`src/rtl/int_rx_parser.sv`:
```
// int_rx_parser: parses "<A> <op> <B> <term>" ASCII expressions from an RX FIFO into ALU field loads
module int_rx_parser #(
    parameter int NBIT       = 8,
    parameter int MAX_DIGITS = 3
) (
    input  logic            CLK,
    input  logic            RESET,
    input  logic            FIFO_empty,
    input  logic [7:0]      data_in,
    output logic            RD_FIFO,
    output logic [NBIT-1:0] data_out,
    output logic [2:0]      SEL,
    output logic            LOAD,
    output logic            DONE,
    output logic            ERR,
    output logic [1:0]      ERR_CODE
);
    typedef enum logic [1:0] {IDLE, DATA_A, OPER, DATA_B} state_t;
    state_t state;
    logic [NBIT-1:0] acc;
    logic [3:0]      cnt;
    logic [7:0]      op;
    logic            consume, is_digit, is_space, is_term, is_op, in_data;
    logic [3:0]      digit;
    logic [7:0]      opcode;
    logic [NBIT+3:0] next_acc;
    logic [1:0]      dig_err, ecode;
    always_comb begin
        consume  = !FIFO_empty && !RD_FIFO;
        is_digit = data_in >= 8'h30 && data_in <= 8'h39;
        is_space = data_in == 8'h20;
        is_term  = data_in == 8'h3D || data_in == 8'h0D;
        digit    = data_in[3:0];
        opcode   = data_in == 8'h2B ? 8'h20 :
                   data_in == 8'h3E ? 8'h21 :
                   data_in == 8'h2D ? 8'h22 :
                   data_in == 8'h3F ? 8'h23 :
                   data_in == 8'h26 ? 8'h24 :
                   data_in == 8'h5E ? 8'h25 :
                   data_in == 8'h78 ? 8'h26 :
                   data_in == 8'h7E ? 8'h27 : 8'h00;
        is_op    = opcode != 8'h00;
        in_data  = state == DATA_A || state == DATA_B;
        // acc*10 + digit; four guard bits always hold the worst case
        next_acc = ({4'b0, acc} << 3) + ({4'b0, acc} << 1) + {{NBIT{1'b0}}, digit};
        dig_err  = cnt == 4'(MAX_DIGITS) ? 2'b11 : |next_acc[NBIT+3:NBIT] ? 2'b10 : 2'b00;
        ecode    = is_digit ? (in_data ? dig_err : 2'b00) :
                   (is_space || (is_term && state != DATA_A && state != OPER) ||
                    (is_op && state == DATA_A)) ? 2'b00 : 2'b01;
    end
    always_ff @(posedge CLK) begin
        if (RESET) begin
            state    <= IDLE;
            acc      <= '0;
            cnt      <= '0;
            op       <= '0;
            data_out <= '0;
            SEL      <= 3'b000;
            RD_FIFO  <= 1'b0;
            LOAD     <= 1'b0;
            DONE     <= 1'b0;
            ERR      <= 1'b0;
            ERR_CODE <= 2'b00;
        end else begin
            RD_FIFO <= consume;
            LOAD    <= 1'b0;
            DONE    <= 1'b0;
            ERR     <= 1'b0;
            if (consume && !is_space) begin
                if (ecode != 2'b00) begin
                    ERR      <= 1'b1;
                    ERR_CODE <= ecode;
                    acc      <= '0;
                    cnt      <= '0;
                    state    <= IDLE;
                end else begin
                    case (state)
                        IDLE: if (is_digit) begin
                            acc   <= NBIT'(digit);
                            cnt   <= 4'd1;
                            state <= DATA_A;
                        end
                        DATA_A: if (is_digit) begin
                            acc <= next_acc[NBIT-1:0];
                            cnt <= cnt + 4'd1;
                        end else begin
                            data_out <= acc;
                            SEL      <= 3'b001;
                            LOAD     <= 1'b1;
                            op       <= opcode;
                            state    <= OPER;
                        end
                        OPER: begin
                            data_out <= NBIT'(op);
                            SEL      <= 3'b100;
                            LOAD     <= 1'b1;
                            acc      <= NBIT'(digit);
                            cnt      <= 4'd1;
                            state    <= DATA_B;
                        end
                        DATA_B: if (is_digit) begin
                            acc <= next_acc[NBIT-1:0];
                            cnt <= cnt + 4'd1;
                        end else begin
                            data_out <= acc;
                            SEL      <= 3'b010;
                            LOAD     <= 1'b1;
                            DONE     <= 1'b1;
                            acc      <= '0;
                            cnt      <= '0;
                            state    <= IDLE;
                        end
                    endcase
                end
            end
        end
    end
endmodule

```
`config.mk`:
```
export PLATFORM = sky130hd
export DESIGN_NAME = int_rx_parser
export DESIGN_NICKNAME = d
export VERILOG_FILES = /design/src/rtl/int_rx_parser.sv
export SDC_FILE = /design/constraint.sdc
export NUM_CORES = 1
export LEC_CHECK = 0
export ABC_AREA = 1
export BUFFER_PORTS_ARGS = -buffer_cell sky130_fd_sc_hd__buf_2
export CAP_MARGIN = 20
export CORE_MARGIN = 2
export CORE_UTILIZATION = 55
export CTS_BUF_LIST = sky130_fd_sc_hd__clkbuf_8
export DETAILED_ROUTE_END_ITERATION = 7
export GPL_ROUTABILITY_DRIVEN = 0
export PLACE_DENSITY_LB_ADDON = 0.3
export SLEW_MARGIN = 30
export SYNTH_ARGS = -nofsm -noshare
export SYNTH_HDL_FRONTEND = slang
export SYNTH_SLANG_ARGS = --single-unit
```
`constraint.sdc`:
```
create_clock -name CLK -period 4.2 [get_ports CLK]
set_input_delay 0.21 -clock CLK [delete_from_list [all_inputs] [get_ports CLK]]
set_output_delay 0.21 -clock CLK [all_outputs]
set_load 0.02 [all_outputs]
```
* Yosys cells after proc, flatten, opt, wreduce, memory -nomap -nowiden *
Cells that the tools add are included.

operators by class
  add/subtract/negate cells = 3
  order comparisons = 2
  eq/ne operators = 24
  muxes and demuxes = 36
  bitwise operators = 4
  reduce and logical (&&, ||, !) cells = 29

operator list
  cell                                                                                 number
  8-bit by 6-bit == test with 1-bit output, second input constant                      7
  6-bit 2-to-1 mux                                                                     8
  8-bit 2-to-1 mux                                                                     5
  8-bit case mux with 4 select lines                                                   1
  8-bit by 7-bit == test with 1-bit output, second input constant                      3
  2-bit 2-to-1 mux                                                                     8
  4-bit 2-to-1 mux                                                                     4
  4-bit case mux with 4 select lines                                                   1
  8-bit case mux with 2 select lines                                                   1
  11-bit by 9-bit adder with 12-bit output                                             1
  12-bit by 4-bit adder with 12-bit output                                             1
  4-bit AND reduction                                                                  3
  3-bit by 2-bit != test with 1-bit output, second input constant                      3
  3-bit case mux with 3 select lines                                                   1
  8-bit by 4-bit == test with 1-bit output, second input constant                      1
  8-bit by 6-bit greater-or-equal comparator with 1-bit output, second input constant  1
  8-bit by 6-bit <= comparator with 1-bit output, second input constant                1
  2-bit != test, second input constant                                                 4
  2-bit case mux with 4 select lines                                                   1
  8-bit nonzero test                                                                   1
  4-bit OR reduction                                                                   2
  1-bit logical AND                                                                    6
  3-bit 2-to-1 mux                                                                     2
  5-bit AND reduction                                                                  1
  other kinds (18)                                                                     31

word-level totals
  bits in registers = 39
  bits of input ports = 11
  output and inout bits = 17
  logic and storage cells = 109

* Logic depth before layout (Yosys ltp) *
  depth after elaboration = 17
  depth in mapped cells = 16
  mapped depth without buffers = 15

* Least setup slack after synthesis *
No wires, ideal clock.

  kind = register to register
  from = reg acc[0]
  to = reg acc[1]
  setup time = 114 ps
  arrival = 2403 ps
  data required time = 4086 ps
  setup slack = 1683 ps
  cell stages (with the launch flop) = 16
  buffers on the path = 1
  clock period less this slack = 2517 ps
  cells stage by stage = dfxtp_1 > inv_1 > fa_1 > inv_1 > fa_1 > nand3_1 > nand3_1 > nand3_1 > o21ai_0 > nand2_1 > nand2_1 > nand3_1 > inv_2 > buf_4 > a21oi_1 > nor2_1

on the way
  longest elaborated chain between the ends = 10
  elaborated cells between the ends (all ways) = 15
  those cells by class = add/sub (2); eq/ne (2); mux (8); reduce/logical (3)

RTL lines
  element                                                                                     RTL line  text
  from (decl)                                                                                 20        logic [NBIT-1:0] acc;
  from (signal assigned)                                                                      79        acc <= NBIT'(digit);
  from (signal assigned)                                                                      84        acc <= next_acc[NBIT-1:0];
  from (signal assigned)                                                                      97        acc <= NBIT'(digit);
  11-bit by 9-bit adder with 12-bit output *                                                  45        next_acc = ({4'b0, acc} << 3) + ({4'b0, acc} << 1) + {{NBIT{1'b0}}, digit};
  12-bit by 4-bit adder with 12-bit output *                                                  45
  4-bit OR reduction                                                                          46        dig_err = cnt == 4'(MAX_DIGITS) ? 2'b11 : |next_acc[NBIT+3:NBIT] ? 2'b10 : 2'b00;
  2-bit 2-to-1 mux (2 in a row)                                                               46
  2-bit 2-to-1 mux (2 in a row)                                                               47        ecode = is_digit ? (in_data ? dig_err : 2'b00) :
  2-bit nonzero test                                                                          70        if (ecode != 2'b00) begin
  3-bit by 2-bit != test with 1-bit output (no source line) or 3-bit != test (tied branches)  --
  3-bit AND reduction (no source line)                                                        --

Mark *: on every way between the ends. The rest lies on a longest branch, timed or not. The select of a mux whose other input is x is not followed.
A chain may end at the register's enable or synchronous reset.

* Worst setup path after layout *
  from = reg acc[2]
  to = reg cnt[1]

on the way
  longest elaborated chain between the ends = 10
  elaborated cells between the ends (all ways) = 12
  those cells by class = add/sub (2); eq/ne (2); mux (5); reduce/logical (3)

RTL lines
  element                                                                                     RTL line  text
  11-bit by 9-bit adder with 12-bit output *                                                  45
  12-bit by 4-bit adder with 12-bit output *                                                  45
  4-bit OR reduction *                                                                        46
  2-bit 2-to-1 mux * (2 in a row)                                                             46
  2-bit 2-to-1 mux * (2 in a row)                                                             47
  2-bit nonzero test *                                                                        70
  3-bit by 2-bit != test with 1-bit output (no source line) or 3-bit != test (tied branches)  --
  3-bit AND reduction (no source line)                                                        --
  to (signal assigned)                                                                        85        cnt <= cnt + 4'd1;
  to (signal assigned)                                                                        103       cnt <= cnt + 4'd1;
  to (decl)                                                                                   21        logic [3:0] cnt;

Mark *: on every way between the ends. The rest lies on a longest branch, timed or not.

==> results.tsv <==
metric	value	unit
fp.dieH	72.5	um
skew	3.76	ps
dp_hpwl	4360	um
yosysWarnings	0	
cp-start-kind	flop	
grt_pass1_wl	9650	um
finalHoldViolCount	0	
total_power	0.000785	W
place.port_buffers	27	
grt-ovfl-total	0	
synth_ff_type	dfxtp_1	
rsz0062_at_grt	false	
h-tree-depth	2	
async_reset_ff_share	0	%
yosysMostFrequentCell	nand2_1	
end_kind	flop	
synth.yosys.seq_area_share	27.2	%
io_pins	28	
setup_tns	0	ps
cts_buffer_depth	2	
critPathMaxFanout	11	
fmax	358	MHz
cts_tree	built	
fin_cells	459	
yosysUniqueCellTypes	35	
syn_nets	416	
die_area	5250	um^2
power_density	278	nW/um^2
setup_ws	1410	ps
path_cells	inv_1 > fa_1 > inv_1 > fa_1 > nand3_1 > nand3_1 > nand4_1 > nand2_1 > inv_1 > nand2_1 > nand2_1 > nand3_1 > inv_2 > a21oi_1 > nor2_1	
synthTopCellsByArea	dfxtp_1 (27%), nand2_1 (14%), ha_1 (10%), nor2_1 (7.3%), inv_1 (6.1%)	
path_buf_inv	4	
final.period_utilization	66.5	%
antenna_found_initial	0	
wl	5640	um
clock_sinks	35	
synth_top_area_share	27.2	%
dieWidth	72.5	um
drc	0	
leakagePower	1.47	nW
vdd_drop_max	126	uV
first_pass_iters	4	
vias_per_cell	5.21	
worstSetupPathType	flop to flop	
status	complete, no violations	
dp_cells	451	
worst_ep_arrival_time	3020	ps
cp_data_required_time	4430	ps
clk_pin_slew	70	ps
start_util	58.0	%
finalNetCount	440	
ant_nets	0	
synthCells	382	
cts-resized-gates	0	
post_cts_buffers	0	
rrSetupSlack	1410	ps
drtIter0Drc	214	
slowest_stage	fa_1	
synthToLayoutAreaGrowth	9.42	%
core_area	4440	um^2
path_delay_family	adder cells	
cts-root-buf	clkbuf_8	
ys_ff_latch	35	
fp-row-count	24	
rr_startpoint	acc[2]	
cts_hold_buf	0	
synth_edf_count	0	
hp-class	primary input to flop	
grt_max_degree	23	
cts_buffers	5	
pre_cts_ws	1480	ps
min_from	FIFO_empty	
ys_top_cells_by_count	nand2_1 (93), nor2_1 (50), inv_1 (42)	
yosys.area.top_type	dfxtp_1	
finalMaxSlewViolations	0	
finalSetupViolCount	0	
synth_area	2580	um^2
drive_gt1_share	16.7	%
diodes	0	
wl_per_cell	12.3	um
tightest_slew	699	ps
syn_avg_cell_area	6.75	um^2
dr_total_vias	2392	
maxCapViolCount	0	
clkLatencyLatePin	290	ps
slowest_delay	480	ps
grt_usage	23.7	%
grt_pass1_vias	2135	
relSlewSlack	53.3	%
period_needed	2790	ps
critPathLaunch	acc[2]	
==> where the power goes <==
part | switching [W] | total (W) | leakage (nW) | internal (W)
clock network | 0.000119 | 0.000266 | 0.0557 | 0.000147
registers | 0.0000119 | 0.000356 | 0.285 | 0.000344
logic | 0.000107 | 0.000163 | 1.13 | 0.0000563
==> metal layers <==
layer,global-route usage (%),wire length [um]
met5,0,0
met4,10.1,73
met3,3.75,180
met2,39.2,2610
met1,30.6,2780
==> path summary, 6_finish.rpt <==
kind | end | depth (start not counted)
max | cnt[1] | 15
min | RD_FIFO | 2
min reg2reg | RD_FIFO | 1
max reg2reg | cnt[1] | 15
==> logic make-up after synthesis <==
group	count (synthesis)	share of synthesized area [%]
buffers and inverters	62	10.0
AOI/OAI and AO/OA	52	11.9
and+or+nand+nor	206	37.7
adders and majority gates	23	11.7
xor gates and xnor gates	4	1.36
DFF	35	27.2
==> registers in the layout, indices dropped and copies added, names as in the netlist <==
register,count
DONE,1
ERR,1
ERR_CODE,2
LOAD,1
RD_FIFO,1
SEL,3
acc,8
cnt,4
data_out,8
op,4
state,2
==> cell usage in the layout, fill, tap and decap left out, types with 4 or more instances in the layout <==
cell type	n
a21oi_1	26
buf_2	27
clkbuf_8	7
dfxtp_1	35
ha_1	21
inv_1	43
inv_2	8
nand2_1	93
nand2_2	4
nand2_4	4
nand3_1	20
nand4_1	11
nor2_1	50
nor2_2	4
nor3_1	9
o21a_1	4
o21ai_0	15
==> per-stage QoR <==
step	util [%]	area, um^2	hold WS [ps]
2_1_floorplan	-	2580	289
3_3_place_gp	61.2	2720	392
3_5_place_dp	61.2	2720	400
4_1_cts	63.5	2820	89.6
5_1_grt	63.5	2820	93.7
6_report	63.5	2820	94.3
==> cell type report <==
class                      instances  area, um^2
clock buffer                       7        96.3
timing repair buffer              28         143
clock inverter                     1        3.75
inverter                          51         194
tap                               52        65.1
sequential                        35         701
fill                             434        1620
multi-input combinational        285        1620
Note: power is estimated with default switching activity, not from simulation.
